**src/rtl/spi_sram_pkg.sv**
```systemverilog
// Shared constants, FSM encoding and frame builder for the SPI SRAM master.
package spi_sram_pkg;

    localparam logic [7:0]  INSTR_READ  = 8'h03;
    localparam logic [7:0]  INSTR_WRITE = 8'h02;
    localparam int unsigned ADDR_W      = 16;
    localparam int unsigned DATA_W      = 8;
    localparam int unsigned FRAME_W     = 8 + ADDR_W + DATA_W;

    typedef enum logic [1:0] {
        ST_IDLE  = 2'd0,
        ST_SHIFT = 2'd1,
        ST_HOLD  = 2'd2
    } state_t;

    function automatic logic [FRAME_W-1:0] build_frame(
        input logic              rw,
        input logic [ADDR_W-1:0] addr,
        input logic [DATA_W-1:0] wdata
    );
        return rw ? {INSTR_WRITE, addr, wdata} : {INSTR_READ, addr, {DATA_W{1'b0}}};
    endfunction

endpackage

```
**src/rtl/spi_sram_if.sv**
```systemverilog
// Request/response handshake plus SPI pins of the SRAM master.
interface spi_sram_if;
    import spi_sram_pkg::*;

    logic              start;
    logic              rw;
    logic [ADDR_W-1:0] addr;
    logic [DATA_W-1:0] wdata;
    logic [DATA_W-1:0] rdata;
    logic              busy;
    logic              done;
    logic              csb;
    logic              sck;
    logic              si;
    logic              so;

    modport master (
        input  start, rw, addr, wdata, so,
        output rdata, busy, done, csb, sck, si
    );

    modport slave (
        output start, rw, addr, wdata, so,
        input  rdata, busy, done, csb, sck, si
    );

endinterface

```
**src/rtl/spi_clk_gen.sv**
```systemverilog
// Divider producing a registered mode-0 sck with single-cycle rise/fall strobes.
module spi_clk_gen #(
    parameter int unsigned CLK_DIV = 2
) (
    input  logic clk,
    input  logic rst,
    input  logic cnt_en,
    input  logic sck_en,
    output logic sck,
    output logic rise,
    output logic fall,
    output logic tick
);

    localparam logic [7:0] LAST = 8'(CLK_DIV - 1);

    logic [7:0] cnt;

    assign tick = cnt_en && (cnt == LAST);
    assign rise = tick && sck_en && !sck;
    assign fall = tick && sck_en && sck;

    always_ff @(posedge clk) begin
        if (!rst) begin
            cnt <= '0;
            sck <= 1'b0;
        end else begin
            if (!cnt_en || tick)
                cnt <= '0;
            else
                cnt <= cnt + 8'd1;
            if (!sck_en)
                sck <= 1'b0;
            else if (tick)
                sck <= ~sck;
        end
    end

endmodule

```
**src/rtl/spi_sram_master.sv**
```systemverilog
// Single-byte SPI SRAM read/write master: 32-bit frame {instr, addr, data}, MSB first.
module spi_sram_master
    import spi_sram_pkg::*;
#(
    parameter int unsigned CLK_DIV = 2
) (
    input  logic       clk,
    input  logic       rst,
    spi_sram_if.master bus
);

    state_t state, state_next;

    logic               load, finish, last_fall, sample;
    logic               sck, sck_rise, sck_fall, tick;
    logic [4:0]         bit_cnt;
    logic [FRAME_W-1:0] frame, shreg;
    logic [DATA_W-1:0]  rx, rdata_q;
    logic               is_read, csb_q, si_q, busy_q, done_q;

    spi_clk_gen #(.CLK_DIV(CLK_DIV)) u_clk_gen (
        .clk    (clk),
        .rst    (rst),
        .cnt_en (state != ST_IDLE),
        .sck_en (state == ST_SHIFT),
        .sck    (sck),
        .rise   (sck_rise),
        .fall   (sck_fall),
        .tick   (tick)
    );

    assign frame = build_frame(bus.rw, bus.addr, bus.wdata);

    // bit_cnt advances on rises, so at the fall of bit k it holds (k+1) mod 32
    assign last_fall = sck_fall && (bit_cnt == 5'd0);
    assign sample    = is_read && sck_fall && (bit_cnt >= 5'd25 || bit_cnt == 5'd0);

    always_ff @(posedge clk) begin
        if (!rst)
            state <= ST_IDLE;
        else
            state <= state_next;
    end

    always_comb begin
        state_next = state;
        load       = 1'b0;
        finish     = 1'b0;
        case (state)
            ST_IDLE: begin
                if (bus.start) begin
                    state_next = ST_SHIFT;
                    load       = 1'b1;
                end
            end
            ST_SHIFT: begin
                if (last_fall)
                    state_next = ST_HOLD;
            end
            ST_HOLD: begin
                if (tick) begin
                    state_next = ST_IDLE;
                    finish     = 1'b1;
                end
            end
            default: state_next = ST_IDLE;
        endcase
    end

    always_ff @(posedge clk) begin
        if (!rst) begin
            shreg   <= '0;
            rx      <= '0;
            rdata_q <= '0;
            bit_cnt <= '0;
            is_read <= 1'b0;
            csb_q   <= 1'b1;
            si_q    <= 1'b0;
            busy_q  <= 1'b0;
            done_q  <= 1'b0;
        end else begin
            done_q <= 1'b0;
            if (load) begin
                shreg   <= frame;
                si_q    <= frame[FRAME_W-1];
                csb_q   <= 1'b0;
                busy_q  <= 1'b1;
                is_read <= ~bus.rw;
                bit_cnt <= '0;
                rx      <= '0;
            end else if (state == ST_SHIFT) begin
                if (sck_rise)
                    bit_cnt <= bit_cnt + 5'd1;
                if (sck_fall) begin
                    shreg <= {shreg[FRAME_W-2:0], 1'b0};
                    si_q  <= shreg[FRAME_W-2];
                end
                if (sample)
                    rx <= {rx[DATA_W-2:0], bus.so};
            end else if (finish) begin
                csb_q  <= 1'b1;
                si_q   <= 1'b0;
                busy_q <= 1'b0;
                done_q <= 1'b1;
                if (is_read)
                    rdata_q <= rx;
            end
        end
    end

    assign bus.sck   = sck;
    assign bus.csb   = csb_q;
    assign bus.si    = si_q;
    assign bus.busy  = busy_q;
    assign bus.done  = done_q;
    assign bus.rdata = rdata_q;

endmodule

```
**src/flat_wrapper.sv**
```systemverilog
// flat-port wrapper written by rule: the top's interface ports become plain ports
module spi_sram_master_flat import spi_sram_pkg::*;
#(
    parameter int unsigned CLK_DIV = 2
)
  (clk, rst, bus_start, bus_rw, bus_addr, bus_wdata, bus_so, bus_rdata, bus_busy, bus_done, bus_csb, bus_sck, bus_si);
  spi_sram_if bus_i ();
  input  logic clk;
  input  logic rst;
  input wire logic [$bits(bus_i.start)-1:0] bus_start;
  input wire logic [$bits(bus_i.rw)-1:0] bus_rw;
  input wire logic [$bits(bus_i.addr)-1:0] bus_addr;
  input wire logic [$bits(bus_i.wdata)-1:0] bus_wdata;
  input wire logic [$bits(bus_i.so)-1:0] bus_so;
  output wire logic [$bits(bus_i.rdata)-1:0] bus_rdata;
  output wire logic [$bits(bus_i.busy)-1:0] bus_busy;
  output wire logic [$bits(bus_i.done)-1:0] bus_done;
  output wire logic [$bits(bus_i.csb)-1:0] bus_csb;
  output wire logic [$bits(bus_i.sck)-1:0] bus_sck;
  output wire logic [$bits(bus_i.si)-1:0] bus_si;
  assign bus_i.start = bus_start;
  assign bus_i.rw = bus_rw;
  assign bus_i.addr = bus_addr;
  assign bus_i.wdata = bus_wdata;
  assign bus_i.so = bus_so;
  assign bus_rdata = bus_i.rdata;
  assign bus_busy = bus_i.busy;
  assign bus_done = bus_i.done;
  assign bus_csb = bus_i.csb;
  assign bus_sck = bus_i.sck;
  assign bus_si = bus_i.si;
  spi_sram_master #(.CLK_DIV(CLK_DIV)) u_core (.clk(clk), .rst(rst), .bus(bus_i));
endmodule
```
**config.mk**
```make
export PLATFORM = sky130hd
export DESIGN_NAME = spi_sram_master_flat
export DESIGN_NICKNAME = d
export VERILOG_FILES = /design/src/rtl/spi_sram_pkg.sv /design/src/rtl/spi_sram_if.sv /design/src/rtl/spi_clk_gen.sv /design/src/rtl/spi_sram_master.sv /design/src/flat_wrapper.sv
export SDC_FILE = /design/constraint.sdc
export NUM_CORES = 1
export LEC_CHECK = 0
export CAP_MARGIN = 20
export CORE_ASPECT_RATIO = 1.2
export CORE_MARGIN = 4
export CORE_UTILIZATION = 40
export CTS_CLUSTER_DIAMETER = 150
export DETAILED_ROUTE_END_ITERATION = 7
export GPL_TIMING_DRIVEN = 0
export PLACE_DENSITY = 0.71
export SLEW_MARGIN = 30
export SYNTH_ARGS = -nofsm -noshare
export SYNTH_HDL_FRONTEND = slang
export SYNTH_HIERARCHICAL = 1
export SYNTH_SLANG_ARGS = --single-unit
```
**constraint.sdc**
```tcl
create_clock -name clk -period 2.73 [get_ports clk]
set_input_delay 0.273 -clock clk [delete_from_list [all_inputs] [get_ports clk]]
set_output_delay 0.273 -clock clk [all_outputs]
set_load 0.03 [all_outputs]
```
## After elaboration in Yosys (flattened, before gate mapping)

Index checks and enable logic that the tools add are counted.

| storage, ports and cells | value |
|---|---|
| bits in latches | 0 |
| ROM bits | 0 |
| input port bits | 29 |
| logic and storage cells | 79 |
| flip-flop bits (word level) | 68 |
| memories | 0 |
| bits in writable memories | 0 |

| operators by class | value |
|---|---|
| $add $sub $neg | 2 |
| div/mod/pow operators | 0 |
| reductions and logical operators | 29 |
| mux-type cells | 22 |
| eq/ne operators | 8 |
| shifts and indexed selects | 0 |
| $lt $le $gt $ge | 1 |
| multipliers | 0 |
| bitwise operators | 5 |

Operators by type and width:

| operator | count |
|---|---|
| 2-to-1 mux 31 bit | 3 |
| 2-to-1 mux 25 bit | 1 |
| 2-to-1 mux 1 bit | 14 |
| AND reduction 2 bit | 6 |
| adder 8 x 1 -> 8 bit (second input constant) | 1 |
| equality test 8 x 1 -> 1 bit (second input constant) | 1 |
| nonzero test 2 bit | 4 |
| logical AND 1 bit | 7 |
| 2-to-1 mux 2 bit | 3 |
| case mux 2 bit (3 select lines) | 1 |
| adder 5 x 1 -> 5 bit (second input constant) | 1 |
| greater-or-equal comparator 5 bit (second input constant) | 1 |
| logical NOT 5 bit | 1 |
| inverter 1 bit | 5 |
| inequality test 2 x 1 -> 1 bit (second input constant) | 2 |
| inequality test 2 bit (second input constant) | 2 |
| AND reduction 4 bit | 1 |
| OR reduction 2 bit | 2 |
| inequality test 3 x 1 -> 1 bit (second input constant) | 1 |
| AND reduction 3 bit | 1 |
| nonzero test 3 bit | 1 |
| OR reduction 3 bit | 1 |
| equality test 2 x 1 -> 1 bit (second input constant) | 1 |
| equality test 2 bit (second input constant) | 1 |
| other kinds (3) | 5 |

## Longest topological paths before layout

Gate-level depths: netlist (run 1).

| logic depth | value |
|---|---|
| depth in word-level cells | 7 |
| depth in mapped cells | 11 |

## Cells and area by module

Netlist (run 1), hierarchy kept.

Modules (own cells, without submodules):

| module | cells each | instances | area an instance (µm²) |
|---|---|---|---|
| spi_sram_master | 284 | 1 | 2504.9 |
| spi_clk_gen | 48 | 1 | 442.9 |

## Worst setup path after synthesis (run 1)

OpenSTA, ideal clock, no wires.

| path | value |
|---|---|
| path type | flip-flop to flip-flop |
| from | reg u_core.u_clk_gen.cnt[0] |
| to | reg u_core.shreg[10] |
| setup slack | 0.193 ns |
| arrival | 2.461 ns |
| cell stages (with the launch flop) | 10 |
| period minus slack after synthesis | 2.537 ns |
| setup time | 0.076 ns |
| required time | 2.654 ns |
| path through | dfxtp_1 > ha_1 > or4b_4 > nor4b_4 > and3_1 > and3b_1 > clkbuf_1 > clkbuf_1 > a22oi_1 > a21boi_0 |

| between the ends | value |
|---|---|
| cells in the longest elaborated chain, start to end | 6 |

Ends and longest elaborated chain:

| what | line | source |
|---|---|---|
| from (decl) | spi_clk_gen.sv:17 | `logic [7:0] cnt;` |
| from (signal assigned) | spi_clk_gen.sv:31 | `cnt <= cnt + 8'd1;` |
| equality test 8 x 1 -> 1 bit | spi_clk_gen.sv:19 | `assign tick = cnt_en && (cnt == LAST);` |
| logical AND 1 bit | spi_clk_gen.sv:19 |  |
| net u_core.tick | spi_sram_master.sv:15 | `logic sck, sck_rise, sck_fall, tick;` |
| logical AND 1 bit (2 in a row) | spi_clk_gen.sv:21 | `assign fall = tick && sck_en && sck;` |
| net u_core.sck_fall | spi_sram_master.sv:15 |  |
| nonzero test 2 bit (no line) | -- |  |
| AND reduction 2 bit (no line) | -- |  |
| to (signal assigned) | spi_sram_master.sv:84 | `shreg <= frame;` |
| to (signal assigned) | spi_sram_master.sv:95 | `shreg <= {shreg[FRAME_W-2:0], 1'b0};` |
| to (decl) | spi_sram_master.sv:17 | `logic [FRAME_W-1:0] frame, shreg;` |

The timed path passes the listed nets, and every way through them passes these cells.
A chain may end at the register's enable or synchronous reset.

## Worst setup path in the final report (run 1)

| path | value |
|---|---|
| from | reg u_core.u_clk_gen.cnt[1] |
| to | reg u_core.rx[3] |

| between the ends | value |
|---|---|
| cells in the longest elaborated chain, start to end | 7 |

Ends and longest elaborated chain:

| what | line | source |
|---|---|---|
| equality test 8 x 1 -> 1 bit | spi_clk_gen.sv:19 |  |
| logical AND 1 bit | spi_clk_gen.sv:19 |  |
| net u_core.tick | spi_sram_master.sv:15 |  |
| logical AND 1 bit (2 in a row) | spi_clk_gen.sv:21 |  |
| net u_core.sck_fall | spi_sram_master.sv:15 |  |
| logical AND 1 bit (2 in a row) | spi_sram_master.sv:36 | `assign sample = is_read && sck_fall && (bit_cnt >= 5'd25 \|\| bit_cnt == 5'd0);` |
| AND reduction 2 bit (no line) | -- |  |
| to (signal assigned) | spi_sram_master.sv:99 | `rx <= {rx[DATA_W-2:0], bus.so};` |
| to (decl) | spi_sram_master.sv:18 | `logic [DATA_W-1:0] rx, rdata_q;` |

The timed path passes the listed nets, and every way through them passes these cells.

==> impl_results.md, run 1 <==
- Status: finished, final reports clean
- Filler cells: 721
- Static Leak: around 1.3 nW
- Final hold violation count: 0
- Crit. End Element: register
- Power Internal: 1.54 mW
- VDD IR max: 356 uV
- Vias after detailed routing: 2488
- Final Cycle Share: 0.928
- Core area: 0.00723 sq mm
- Hold endpoint: u_core/shreg[30]
- Async SR Flop Fraction: 0
- Highest clock rate: 395 MHz
- Die area: 0.00881 sq mm
- Initial core utilization: 0.408
- Fin crit period: between 2000 and 3000 ps
- Rel. slew slack: 0.687
- Sequential power share: 0.515
- Nets: 416
- Largest net degree at the start of global routing: 13
- Flop-to-flop setup slack: roughly 200 ps
- Cell taking the most area after synthesis: dfxtp_1
- Total GRT Usage: 0.147
- Fin cells: 477
- Area Overhead vs Synth: 24.0%
- Clock sink count: 68
- Register area share after synthesis: 0.462
- Measured slew at the worst slew-check pin: ~470 ps
- Worst-skew pair later-pin latency: 340 ps
- First-pass GRT wire length: ~10000 um
- Post-DP HPWL: roughly 4400 um
- Crit path max fanout: 8
- Synth unique cells: 45
- Largest cells by area after synthesis: dfxtp_1 (46%), a21boi_0 (6.4%), nand2_1 (6.0%)
- Hold Path Depth: 2
- Multi-input logic area: 0.00145 sq mm
- Root Buffer: clkbuf_8
- Die H: around 100 um
- Number of nets still failing antenna checks after routing: 0
- Clock transition at path regs: 70 ps
- Hold Crit Class: register to register
- Syn Area/Cell: ~8.9 sq um
- TritonCTS clock tree: built
- Clock Power Share: 0.394
- Wire per inst: 13.2 um
- Drt total wl: 6300 um
- Setup Skew: between 9 and 10 ps
- Clk buf depth: 2
- DRT iter0 DRCs: 121
- Synthesized area: 0.00295 sq mm
- DRC viols: 0
- Worst R2R Path Depth: 10
- WP data required: 3000 ps
- Vias in the first global route: 2364
- Register area: 0.00136 sq mm
- Seq cells post-synth: around 70
- Pwr Total: 2.03 mW
- Hold_sp: u_core/shreg[29]
- R2R Path End: u_core/rx[3]
- Die extent in x: 86.4 um
- Max Cap Viol: 0
- Initial antenna violation count: 0
- Arr. time, crit path: 2800 ps
- Share of cells above drive strength 1: 0.106
- RSZ-0062 raised after global routing: no
- CP Class: register to register
- Switching Fraction: 0.241
- Initial DRT Pass Iterations: 4
- Site Rows: 34
- Aggregate global routing overflow: 0
- Warnings, synthesis: 6
- TritonCTS buffer count: 9
- N_diodes: 0
- Synth Instances: 332
- Vias/cell: 5.22
- Logic pwr share: 0.091
- Cell Pwr Density: 556 mW/mm^2
- Dpl cells: ~460
- Nature of the critical path startpoint: register
- Post-synth top flop: dfxtp_1
- Synth top area share: 0.462
- Setup violators final: 0
- I/O pins: 42
- Htree depth: 3
- Fin util: 0.506
- Syn nets: 366
- Count of pins over their slew limit: 0
- CTS Hold Bufs: 0
- Buffers on Ports: 40
- EDFF count, synth: 0
- GP Congestion: 0.760
- Net Sw Power: 0.490 mW
- FF-to-FF Start: u_core/u_clk_gen/cnt[1]
## cells by family (layout without fill, tap and decap cells)
group,count (synthesis),after routing,synth area share
mux,2,2,0.00679
flops,68,68,0.462
compound gates,99,99,0.220
simple gates,125,125,0.222
xor+xnor,7,7,0.0208
fa+ha+maj,5,5,0.0212
buf+inv,26,81,0.0475
## what timing repair did
| item | 4_1_cts | 5_1_grt |
|---|---|---|
| buffers inserted | 1 | 0 |
| pin swaps | 1 | 0 |
| gates resized for setup | 1 | 2 |
| setup endpoints to repair | 25 | 26 |
## how the worst max path moves through the flow
stage                  endpoint  slack [ps]  depth (start not counted)                    start
3_5_place_dp   u_core/shreg[10]        -250                          9  u_core/u_clk_gen/cnt[0]
2_1_floorplan  u_core/shreg[10]         190                          9  u_core/u_clk_gen/cnt[0]
6_report           u_core/rx[3]         200                         10  u_core/u_clk_gen/cnt[1]
3_3_place_gp    u_core/shreg[9]        -260                          9  u_core/u_clk_gen/cnt[0]
5_1_grt         u_core/shreg[9]          40                          9  u_core/u_clk_gen/cnt[1]
4_1_cts        u_core/shreg[24]          80                          8  u_core/u_clk_gen/cnt[0]
## per-stage QoR
stage                     TNS [ps]  setup WS, ps  area [sq um]  hold slack (ps)
after floorplan                  0           193          2950              420
after global placement       -3540          -264          3460              442
after detailed placement     -3640          -254          3460              448
after CTS                        0          83.1          3660              436
after global routing             0          37.0          3660              480
final                            0           197          3660              454
## layout make-up
class / instances / area share
Buffer: 17 / 0.0294
Clock buffer: 10 / 0.0349
Clock inverter: 6 / 0.0175
Inverter: 7 / 0.00719
Multi-Input combinational cell: 238 / 0.396
Sequential cell: 68 / 0.373
Tap cell: 90 / 0.0308
Timing Repair Buffer: 41 / 0.112
## synth_stat cells, drive strengths merged, types with 3 or more instances
library cell,n
dfxtp,68
nand2,49
a21oi,28
a21boi,25
nor2,22
o21ai,21
a22oi,17
nand3,15
clkbuf,12
nor3,8
inv,7
buf,6
ha,5
nor2b,5
xor2,5
and3,4
or3,4
and3b,3
nand4,3
## cells in the final DEF, fill, tap and decap left out, types with 5 or more instances in the layout
| cell type | count |
|---|---|
| a21boi_0 | 25 |
| a21oi_1 | 28 |
| a22oi_1 | 17 |
| clkbuf_1 | 8 |
| clkbuf_8 | 11 |
| clkdlybuf4s50_1 | 40 |
| dfxtp_1 | 67 |
| ha_1 | 5 |
| inv_1 | 7 |
| nand2_1 | 47 |
| nand3_1 | 15 |
| nor2_1 | 21 |
| nor2b_1 | 5 |
| nor3_1 | 8 |
| o21ai_0 | 21 |
| xor2_1 | 5 |
## metal layers
layer  track usage  up-vias  wire length, um
li1              -     1271                -
met1         0.187     1173             2990
met2         0.244       38             2990
met3        0.0282        6              230
met4        0.0647        0               88
met5             0        -                0
## power groups by stage
stage          logic, mW  clock network [mW]  registers [mW]
6_report           0.185               0.801            1.05
5_1_grt            0.204               0.865            1.05
4_1_cts            0.187               0.825            1.04
3_5_place_dp       0.185                   0            1.07
3_3_place_gp       0.182                   0            1.07
2_1_floorplan      0.106                   0            1.07
## critical path, cell delays in order, from the launching register on
cell and delay, ps:
dfxtp_1 350, inv_1 60, ha_1 120, or4b_4 500
nor4b_4 300, and3_1 280, and2b_1 170, and3_1 180
clkdlybuf4s18_2 280, nand3_1 90, a21oi_1 140
## state kept, by name, summed over array words and instances, names as in the netlist, 2 cells and up
name                  cells
u_core/bit_cnt            5
u_core/bus.rdata          8
u_core/rx                 8
u_core/shreg             31
u_core/state              2
u_core/u_clk_gen/cnt      8
Power figures use the tool's default switching activity.
==> run 2, diff against run 1 <==
CTS_CLUSTER_SIZE = 20   (was not set)
TNS_END_PERCENT = 100   (was not set)
==> results of run 2 <==
No change in the layout: final DEF, timing and power equal those of run 1.
